### src/rtl/cache_pkg.sv
// rtl/cache_pkg.sv - shared types and field constants for the direct-mapped data cache controller
package cache_pkg;

    typedef enum logic [2:0] {
        IDLE,
        LOOKUP,
        REFILL,
        WRITE,
        DONE
    } state_t;

    localparam logic [1:0] DT_WORD = 2'b00;
    localparam logic [1:0] DT_BYTE = 2'b01;
    localparam logic [1:0] DT_HALF = 2'b10;

    localparam int WORD_W     = 32;
    localparam int TAG_W      = 8;
    localparam int IDX_W      = 4;
    localparam int LINE_WORDS = 4;

    localparam int OFF_LSB = 2;
    localparam int IDX_LSB = 4;
    localparam int TAG_LSB = 8;

    typedef struct packed {
        logic                                valid;
        logic [TAG_W-1:0]                    tag;
        logic [LINE_WORDS-1:0][WORD_W-1:0]   words;
    } line_t;

endpackage

### src/rtl/cache_line_array.sv
// rtl/cache_line_array.sv - line storage: async read, single-port sync write, valid bits cleared on rst
module cache_line_array
    import cache_pkg::*;
#(
    parameter int INDEX_WIDTH = IDX_W
) (
    input  logic                   clk,
    input  logic                   rst,
    input  logic [INDEX_WIDTH-1:0] rd_index,
    output line_t                  rd_line,
    input  logic                   wr_en,
    input  logic [INDEX_WIDTH-1:0] wr_index,
    input  line_t                  wr_line
);

    localparam int LINES  = 1 << INDEX_WIDTH;
    localparam int BODY_W = $bits(line_t) - 1;

    logic [BODY_W-1:0] body_mem [LINES];
    logic [LINES-1:0]  valid_q;
    logic [LINES-1:0]  valid_d;

    always_comb begin
        valid_d = valid_q;
        if (wr_en) begin
            valid_d[wr_index] = wr_line.valid;
        end
    end

    always_ff @(posedge clk) begin
        if (rst) begin
            valid_q <= '0;
        end else begin
            valid_q <= valid_d;
        end
    end

    // Reset wins over a same-edge write so an abandoned refill never lands.
    always_ff @(posedge clk) begin
        if (wr_en && !rst) begin
            body_mem[wr_index] <= wr_line[BODY_W-1:0];
        end
    end

    assign rd_line = {valid_q[rd_index], body_mem[rd_index]};

endmodule

### src/rtl/cache_ctrl_fsm.sv
// rtl/cache_ctrl_fsm.sv - write-through direct-mapped cache controller FSM; CACHE_PERF_COUNTERS_EN adds hit/miss counters
module cache_ctrl_fsm
    import cache_pkg::*;
#(
    parameter int ADDR_WIDTH  = 16,
    parameter int DATA_WIDTH  = 32,
    parameter int INDEX_WIDTH = 4,
    parameter int TAG_WIDTH   = 8
) (
    input  logic                  clk,
    input  logic                  rst,
    input  logic                  cpu_req,
    input  logic                  cpu_we,
    input  logic [ADDR_WIDTH-1:0] cpu_addr,
    input  logic [DATA_WIDTH-1:0] cpu_wdata,
    input  logic [1:0]            cpu_dataType,
    output logic [DATA_WIDTH-1:0] cpu_rdata,
    output logic                  cpu_ready,
    output logic                  mem_req,
    output logic                  mem_we,
    output logic [ADDR_WIDTH-1:0] mem_addr,
    output logic [DATA_WIDTH-1:0] mem_wdata,
    output logic [1:0]            mem_dataType,
    input  logic [DATA_WIDTH-1:0] mem_rdata,
    input  logic                  mem_valid
`ifdef CACHE_PERF_COUNTERS_EN
    ,
    output logic [15:0]           hit_count,
    output logic [15:0]           miss_count
`endif
);

    state_t                       state_q, state_d;
    logic [ADDR_WIDTH-1:0]        addr_q, addr_d;
    logic [DATA_WIDTH-1:0]        wdata_q, wdata_d;
    logic                         we_q, we_d;
    logic [1:0]                   dt_q, dt_d;
    logic                         hit_q, hit_d;
    logic [1:0]                   beat_q, beat_d;
    logic [3:0][DATA_WIDTH-1:0]   buf_q, buf_d;

    logic                         cpu_ready_q, cpu_ready_d;
    logic [DATA_WIDTH-1:0]        cpu_rdata_q, cpu_rdata_d;
    logic                         mem_req_q, mem_req_d;
    logic                         mem_we_q, mem_we_d;
    logic [ADDR_WIDTH-1:0]        mem_addr_q, mem_addr_d;
    logic [DATA_WIDTH-1:0]        mem_wdata_q, mem_wdata_d;
    logic [1:0]                   mem_dt_q, mem_dt_d;

    logic [TAG_WIDTH-1:0]         tag;
    logic [INDEX_WIDTH-1:0]       idx;
    logic [1:0]                   off;
    logic [1:0]                   beat_nx;
    logic                         hit;
    line_t                        rd_line;
    line_t                        wr_line;
    logic                         wr_en;
    logic [DATA_WIDTH-1:0]        merged;
    logic [3:0][DATA_WIDTH-1:0]   fill;

    assign tag     = addr_q[TAG_LSB +: TAG_WIDTH];
    assign idx     = addr_q[IDX_LSB +: INDEX_WIDTH];
    assign off     = addr_q[OFF_LSB +: 2];
    assign beat_nx = beat_q + 2'd1;
    assign hit     = rd_line.valid && (rd_line.tag == tag);

    cache_line_array #(
        .INDEX_WIDTH (INDEX_WIDTH)
    ) u_lines (
        .clk      (clk),
        .rst      (rst),
        .rd_index (idx),
        .rd_line  (rd_line),
        .wr_en    (wr_en),
        .wr_index (idx),
        .wr_line  (wr_line)
    );

    // Store data is right-aligned; place it into the lane selected by the byte offset.
    always_comb begin
        merged = rd_line.words[off];
        case (dt_q)
            DT_BYTE: merged[{addr_q[1:0], 3'b000} +: 8]  = wdata_q[7:0];
            DT_HALF: merged[{addr_q[1], 4'b0000} +: 16]  = wdata_q[15:0];
            default: merged = wdata_q;
        endcase
    end

    always_comb begin
        fill    = buf_q;
        fill[3] = mem_rdata;
    end

    always_comb begin
        state_d      = state_q;
        addr_d       = addr_q;
        wdata_d      = wdata_q;
        we_d         = we_q;
        dt_d         = dt_q;
        hit_d        = hit_q;
        beat_d       = beat_q;
        buf_d        = buf_q;
        cpu_ready_d  = 1'b0;
        cpu_rdata_d  = cpu_rdata_q;
        mem_req_d    = mem_req_q;
        mem_we_d     = mem_we_q;
        mem_addr_d   = mem_addr_q;
        mem_wdata_d  = mem_wdata_q;
        mem_dt_d     = mem_dt_q;
        wr_en        = 1'b0;
        wr_line      = rd_line;

        case (state_q)
            IDLE: begin
                if (cpu_req) begin
                    addr_d  = cpu_addr;
                    wdata_d = cpu_wdata;
                    we_d    = cpu_we;
                    dt_d    = cpu_dataType;
                    state_d = LOOKUP;
                end
            end
            LOOKUP: begin
                hit_d = hit;
                if (we_q) begin
                    mem_req_d   = 1'b1;
                    mem_we_d    = 1'b1;
                    mem_addr_d  = addr_q;
                    mem_wdata_d = wdata_q;
                    mem_dt_d    = dt_q;
                    state_d     = WRITE;
                end else if (hit) begin
                    cpu_rdata_d = rd_line.words[off];
                    cpu_ready_d = 1'b1;
                    state_d     = DONE;
                end else begin
                    beat_d     = 2'd0;
                    mem_req_d  = 1'b1;
                    mem_we_d   = 1'b0;
                    mem_dt_d   = DT_WORD;
                    mem_addr_d = {tag, idx, 2'b00, 2'b00};
                    state_d    = REFILL;
                end
            end
            REFILL: begin
                if (mem_req_q && mem_valid) begin
                    buf_d[beat_q] = mem_rdata;
                    beat_d        = beat_nx;
                    mem_addr_d    = {tag, idx, beat_nx, 2'b00};
                    if (beat_q == 2'd3) begin
                        wr_en         = 1'b1;
                        wr_line.valid = 1'b1;
                        wr_line.tag   = tag;
                        wr_line.words = fill;
                        cpu_rdata_d   = fill[off];
                        cpu_ready_d   = 1'b1;
                        mem_req_d     = 1'b0;
                        state_d       = DONE;
                    end
                end
            end
            WRITE: begin
                if (mem_req_q && mem_valid) begin
                    if (hit_q) begin
                        wr_en              = 1'b1;
                        wr_line.words[off] = merged;
                    end
                    cpu_rdata_d = rd_line.words[off];
                    cpu_ready_d = 1'b1;
                    mem_req_d   = 1'b0;
                    mem_we_d    = 1'b0;
                    state_d     = DONE;
                end
            end
            DONE: begin
                state_d = IDLE;
            end
            default: begin
                state_d = IDLE;
            end
        endcase
    end

    always_ff @(posedge clk) begin
        if (rst) begin
            state_q     <= IDLE;
            addr_q      <= '0;
            wdata_q     <= '0;
            we_q        <= 1'b0;
            dt_q        <= DT_WORD;
            hit_q       <= 1'b0;
            beat_q      <= 2'd0;
            buf_q       <= '0;
            cpu_ready_q <= 1'b0;
            cpu_rdata_q <= '0;
            mem_req_q   <= 1'b0;
            mem_we_q    <= 1'b0;
            mem_addr_q  <= '0;
            mem_wdata_q <= '0;
            mem_dt_q    <= DT_WORD;
        end else begin
            state_q     <= state_d;
            addr_q      <= addr_d;
            wdata_q     <= wdata_d;
            we_q        <= we_d;
            dt_q        <= dt_d;
            hit_q       <= hit_d;
            beat_q      <= beat_d;
            buf_q       <= buf_d;
            cpu_ready_q <= cpu_ready_d;
            cpu_rdata_q <= cpu_rdata_d;
            mem_req_q   <= mem_req_d;
            mem_we_q    <= mem_we_d;
            mem_addr_q  <= mem_addr_d;
            mem_wdata_q <= mem_wdata_d;
            mem_dt_q    <= mem_dt_d;
        end
    end

    assign cpu_ready    = cpu_ready_q;
    assign cpu_rdata    = cpu_rdata_q;
    assign mem_req      = mem_req_q;
    assign mem_we       = mem_we_q;
    assign mem_addr     = mem_addr_q;
    assign mem_wdata    = mem_wdata_q;
    assign mem_dataType = mem_dt_q;

`ifdef CACHE_PERF_COUNTERS_EN
    logic [15:0] hit_cnt_q, hit_cnt_d;
    logic [15:0] miss_cnt_q, miss_cnt_d;

    // Loads only; stores never touch either counter.
    always_comb begin
        hit_cnt_d  = hit_cnt_q;
        miss_cnt_d = miss_cnt_q;
        if (state_q == LOOKUP && !we_q) begin
            if (hit) begin
                hit_cnt_d = hit_cnt_q + 16'd1;
            end else begin
                miss_cnt_d = miss_cnt_q + 16'd1;
            end
        end
    end

    always_ff @(posedge clk) begin
        if (rst) begin
            hit_cnt_q  <= '0;
            miss_cnt_q <= '0;
        end else begin
            hit_cnt_q  <= hit_cnt_d;
            miss_cnt_q <= miss_cnt_d;
        end
    end

    assign hit_count  = hit_cnt_q;
    assign miss_count = miss_cnt_q;
`endif

endmodule
### config.mk
export PLATFORM = sky130hd
export DESIGN_NAME = cache_ctrl_fsm
export DESIGN_NICKNAME = d
export VERILOG_FILES = /design/src/rtl/cache_pkg.sv /design/src/rtl/cache_line_array.sv /design/src/rtl/cache_ctrl_fsm.sv
export SDC_FILE = /design/constraint.sdc
export NUM_CORES = 2
export LEC_CHECK = 0
export CAP_MARGIN = 40
export CORE_UTILIZATION = 56
export CTS_CLUSTER_DIAMETER = 60
export DETAILED_ROUTE_END_ITERATION = 10
export GPL_ROUTABILITY_DRIVEN = 0
export PLACE_DENSITY = 0.76
export SLEW_MARGIN = 5
export SYNTH_ARGS = -nofsm -noshare
export SYNTH_HDL_FRONTEND = slang
export SYNTH_SLANG_ARGS = --single-unit
export TNS_END_PERCENT = 20
### constraint.sdc
create_clock -name clk -period 15.61 [get_ports clk]
set_clock_uncertainty 0.1 [all_clocks]
set_input_delay 4.683 -clock clk [delete_from_list [all_inputs] [get_ports clk]]
set_output_delay 4.683 -clock clk [all_outputs]
set_load 0.05 [all_outputs]
==> impl_metrics.ini <==
[run_status]
status = finished, final reports clean

[finish]
synthToLayoutAreaGrowth_pct = 13.18
layout_commonest_cell = sky130_fd_sc_hd__edfxtp_1
instances_no_fill = 8332
finalNetCount = 5904
layout.cells.most_common_list = 2176 x sky130_fd_sc_hd__edfxtp_1, 653 x sky130_fd_sc_hd__nand2_1, 583 x sky130_fd_sc_hd__mux4_2
layout-drive-gt1-share_pct = 21.37
stdcell_area_mm2 = 0.1105
n_fill_cell = 11380

[routing]
detailed_route_drc_error_count = 0
drt_pass1_iterations = 7
drt-wirelength-per-cell_um = 33.23
drt-vias-per-instance = 6.856
wl_um = 276900
num_vias = 57130
first_iter_violations = 9247
drt.antenna.violating_nets = 0

[logic_synthesis]
synthArstFlopShare_pct = 0
synth_nets = 5612
syn_area_mm2 = 0.09761
ys.flop_type = sky130_fd_sc_hd__edfxtp_1
count_of_flip_flops_with_a_built_in_enable_after_synthesis = 2176
synth_area_per_cell_um2 = 17.70
ys_ff_latch = 2434
yosysSeqAreaShare_pct = 72.23
post_synth_num_cell_types = 78
netlist_instances = 5514
yosysWarnings = 0

[placement]
io_buffer_count = 171
place.detailed.hpwl_um = 152600
numPlacedInstances = 7868
placed_instance_area_mm2 = 0.1029
pre_cts_slack_ns = 6.287

[setup_path]
timing.setup.critical_path_class = input pin to register
critical_path.n_buffers_inverters = 3
critical-path-slowest-cell = sky130_fd_sc_hd__buf_4
max_fanout_on_critical_path = 42
path_common_cell = sky130_fd_sc_hd__buf_4
critPathArrivalTime_ns = 8.97
cp-end-kind = register
crit_path_max_incr_delay_ns = 0.77
critPathLaunchType = input pin
crit_family = buffers and inverters
cp_cell_sequence = clkdlybuf4s50_1, and2_0, and3_4, a21oi_1, or3_1, nor2_4, buf_4, buf_4
worst_ep_required_time_ns = 15.99

[timing]
hold_slack_ns = 0.3562
finalCriticalPeriod_ns = 8.594
rsz0062_at_grt = false
setup-violations-final = 0
worst_pin_slew_ns = 1.168
finalHoldViolCount = 0
final_number_of_max_transition_violations = 0
postLayoutSetupSlackWorst_ns = 7.016
worst_slew_margin_rel_pct = 22.14
maximum_achievable_frequency_mhz = 116.4
fin_tns_setup_ns = 0
post_route_fraction_of_the_period_consumed_by_the_critical_path_pct = 55.06

[grt]
grt.busiest_layer = met2
grt.met1_usage_pct = 40.06
first_global_vias = 56940
antenna_found_initial = 10
grt_use_total_pct = 31.47
globalRouteMet3Util_pct = 7.854
first_pass_grt_wire_length_um = 393300
grt-ovfl-total = 0
pin_count_of_the_biggest_net_entering_global_routing = 129
global_route.usage.met2_pct = 49.45

[clock_tree]
cts_setup_buffers = 0
h-tree-depth = 4
cts_buffers = 226
cts.sink_count = 2434
ctsRootBufferMaster = sky130_fd_sc_hd__clkbuf_16
worstSkewPairLatency_ns = 0.88
cts_tree = built
clk_path_buf_depth = 3
cts-hold-fix-buffers = 0
cts.repair.resized = 0
clk_transition_reported_paths_ns = 0.06

[hold_path]
worstHoldPathType = register to register

[power]
worst_ir_drop_vdd_v = 0.0001382
areal_power_density_over_the_cells_mw_per_mm2 = 127.9
static-leakage-power_uw = 0.03454

[floorplan]
floorplan.initialDensity_pct = 56.65
core_region_area_mm2 = 0.1723
fp-row-count = 152
boundaryPins = 172
die_w_um = 419.5
fp.dieArea_mm2 = 0.1760
floorplan.die.height_um = 419.5

[job]
max-cap-violations = 0
-- power by group --
| group | switching [uW] | total [uW] | internal (uW) |
|---|---|---|---|
| Clock | 2410 | 5480 | 3070 |
| Combinational | 824 | 1270 | 448 |
| Sequential | 54.5 | 7370 | 7320 |
| Total | 3280 | 14100 | 10800 |
-- sequential cells by signal, indices dropped and copies added, names as in the netlist, named ones only --
signal / flops
mem_addr: 16
u_lines.valid_q: 16
u_lines.body_mem: 2176
state_q: 3
mem_req: 1
wdata_q: 32
mem_wdata: 32
cpu_ready: 1
hit_q: 1
addr_q: 16
we_q: 1
mem_we: 1
cpu_rdata: 32
beat_q: 2
buf_q: 96
dt_q: 2
mem_dataType: 2
-- through the flow --
step           total power (uW)  utilization, %
2_1_floorplan              8265               -
4_1_cts                   14100           64.01
5_1_grt                   14440           64.11
6_report                  14130           64.12
3_5_place_dp               8735           59.73
3_3_place_gp               8662           59.23
-- path summary, 6_finish.rpt --
check                                           endpoint  slack, ns     startpoint  cells after the start
worst max register to register   u_lines.body_mem[0][76]       9.65       register                     10
worst min register to register             mem_wdata[22]       0.36  mem_wdata[22]                      2
worst min-delay path                       mem_wdata[22]       0.36  mem_wdata[22]                      2
worst max-delay path            u_lines.body_mem[0][128]       7.02      mem_valid                      8
-- cells by family (layout without fill, tap and decap cells) --
logic type	count (synthesis)	after routing	share of synthesized area [%]
other	0	18	0
xor gates and xnor gates	8	8	0.07178
muxes	817	817	15.94
DFF	2434	2434	72.23
adders and majority gates	11	11	0.1410
buffers and inverters	379	869	1.838
AOI/OAI and AO/OA	864	864	5.503
and+or+nand+nor	1001	1001	4.275
-- tightest hold or removal path: cells and delay by family (launching register included) --
kind               cells  cell delay (ns)
DFF                    1             0.31
AOI/OAI and AO/OA      1             0.05
and+or+nand+nor        1             0.05
-- cells in the mapped netlist, types with 19 or more instances --
library cell,n,share of area [%]
sky130_fd_sc_hd__edfxtp_1,2176,67
sky130_fd_sc_hd__nand2_1,656,2.5
sky130_fd_sc_hd__mux4_2,583,13
sky130_fd_sc_hd__a21oi_1,338,1.7
sky130_fd_sc_hd__dfxtp_1,258,5.3
sky130_fd_sc_hd__mux2i_1,181,1.9
sky130_fd_sc_hd__o21ai_0,178,0.91
sky130_fd_sc_hd__clkbuf_1,171,0.66
sky130_fd_sc_hd__nor2_1,163,0.63
sky130_fd_sc_hd__buf_2,111,0.57
sky130_fd_sc_hd__a22oi_1,70,0.54
sky130_fd_sc_hd__mux2_2,50,0.58
sky130_fd_sc_hd__nand2b_1,45,0.29
sky130_fd_sc_hd__o22ai_1,41,0.26
sky130_fd_sc_hd__buf_4,40,0.31
sky130_fd_sc_hd__o211ai_1,34,0.26
sky130_fd_sc_hd__nand3_1,33,0.17
sky130_fd_sc_hd__o221ai_1,33,0.30
sky130_fd_sc_hd__buf_1,31,0.12
sky130_fd_sc_hd__a221o_1,29,0.30
sky130_fd_sc_hd__a211oi_1,26,0.20
sky130_fd_sc_hd__nor3_1,23,0.12
sky130_fd_sc_hd__and3_1,19,0.12
-- layout make-up --
type	count	area (um^2)	area share (%)
diodes	18	45.04	0.04077
inverters	15	66.31	0.06002
clock inverters	113	1102	0.9977
well taps	2310	2890	2.616
flip-flops and latches	2434	70530	63.84
repair buffers	428	4079	3.692
clock buffers	313	6266	5.672
multi-input cells	2701	25500	23.08
-- metal layers --
metal  up-vias  share of wire [%]
li1      22690                  -
met1     29110                 34
met2      4392                 47
met3       935                 12
met4         4                6.5
met5         -              0.022
Note: power is estimated with default switching activity, not from simulation.
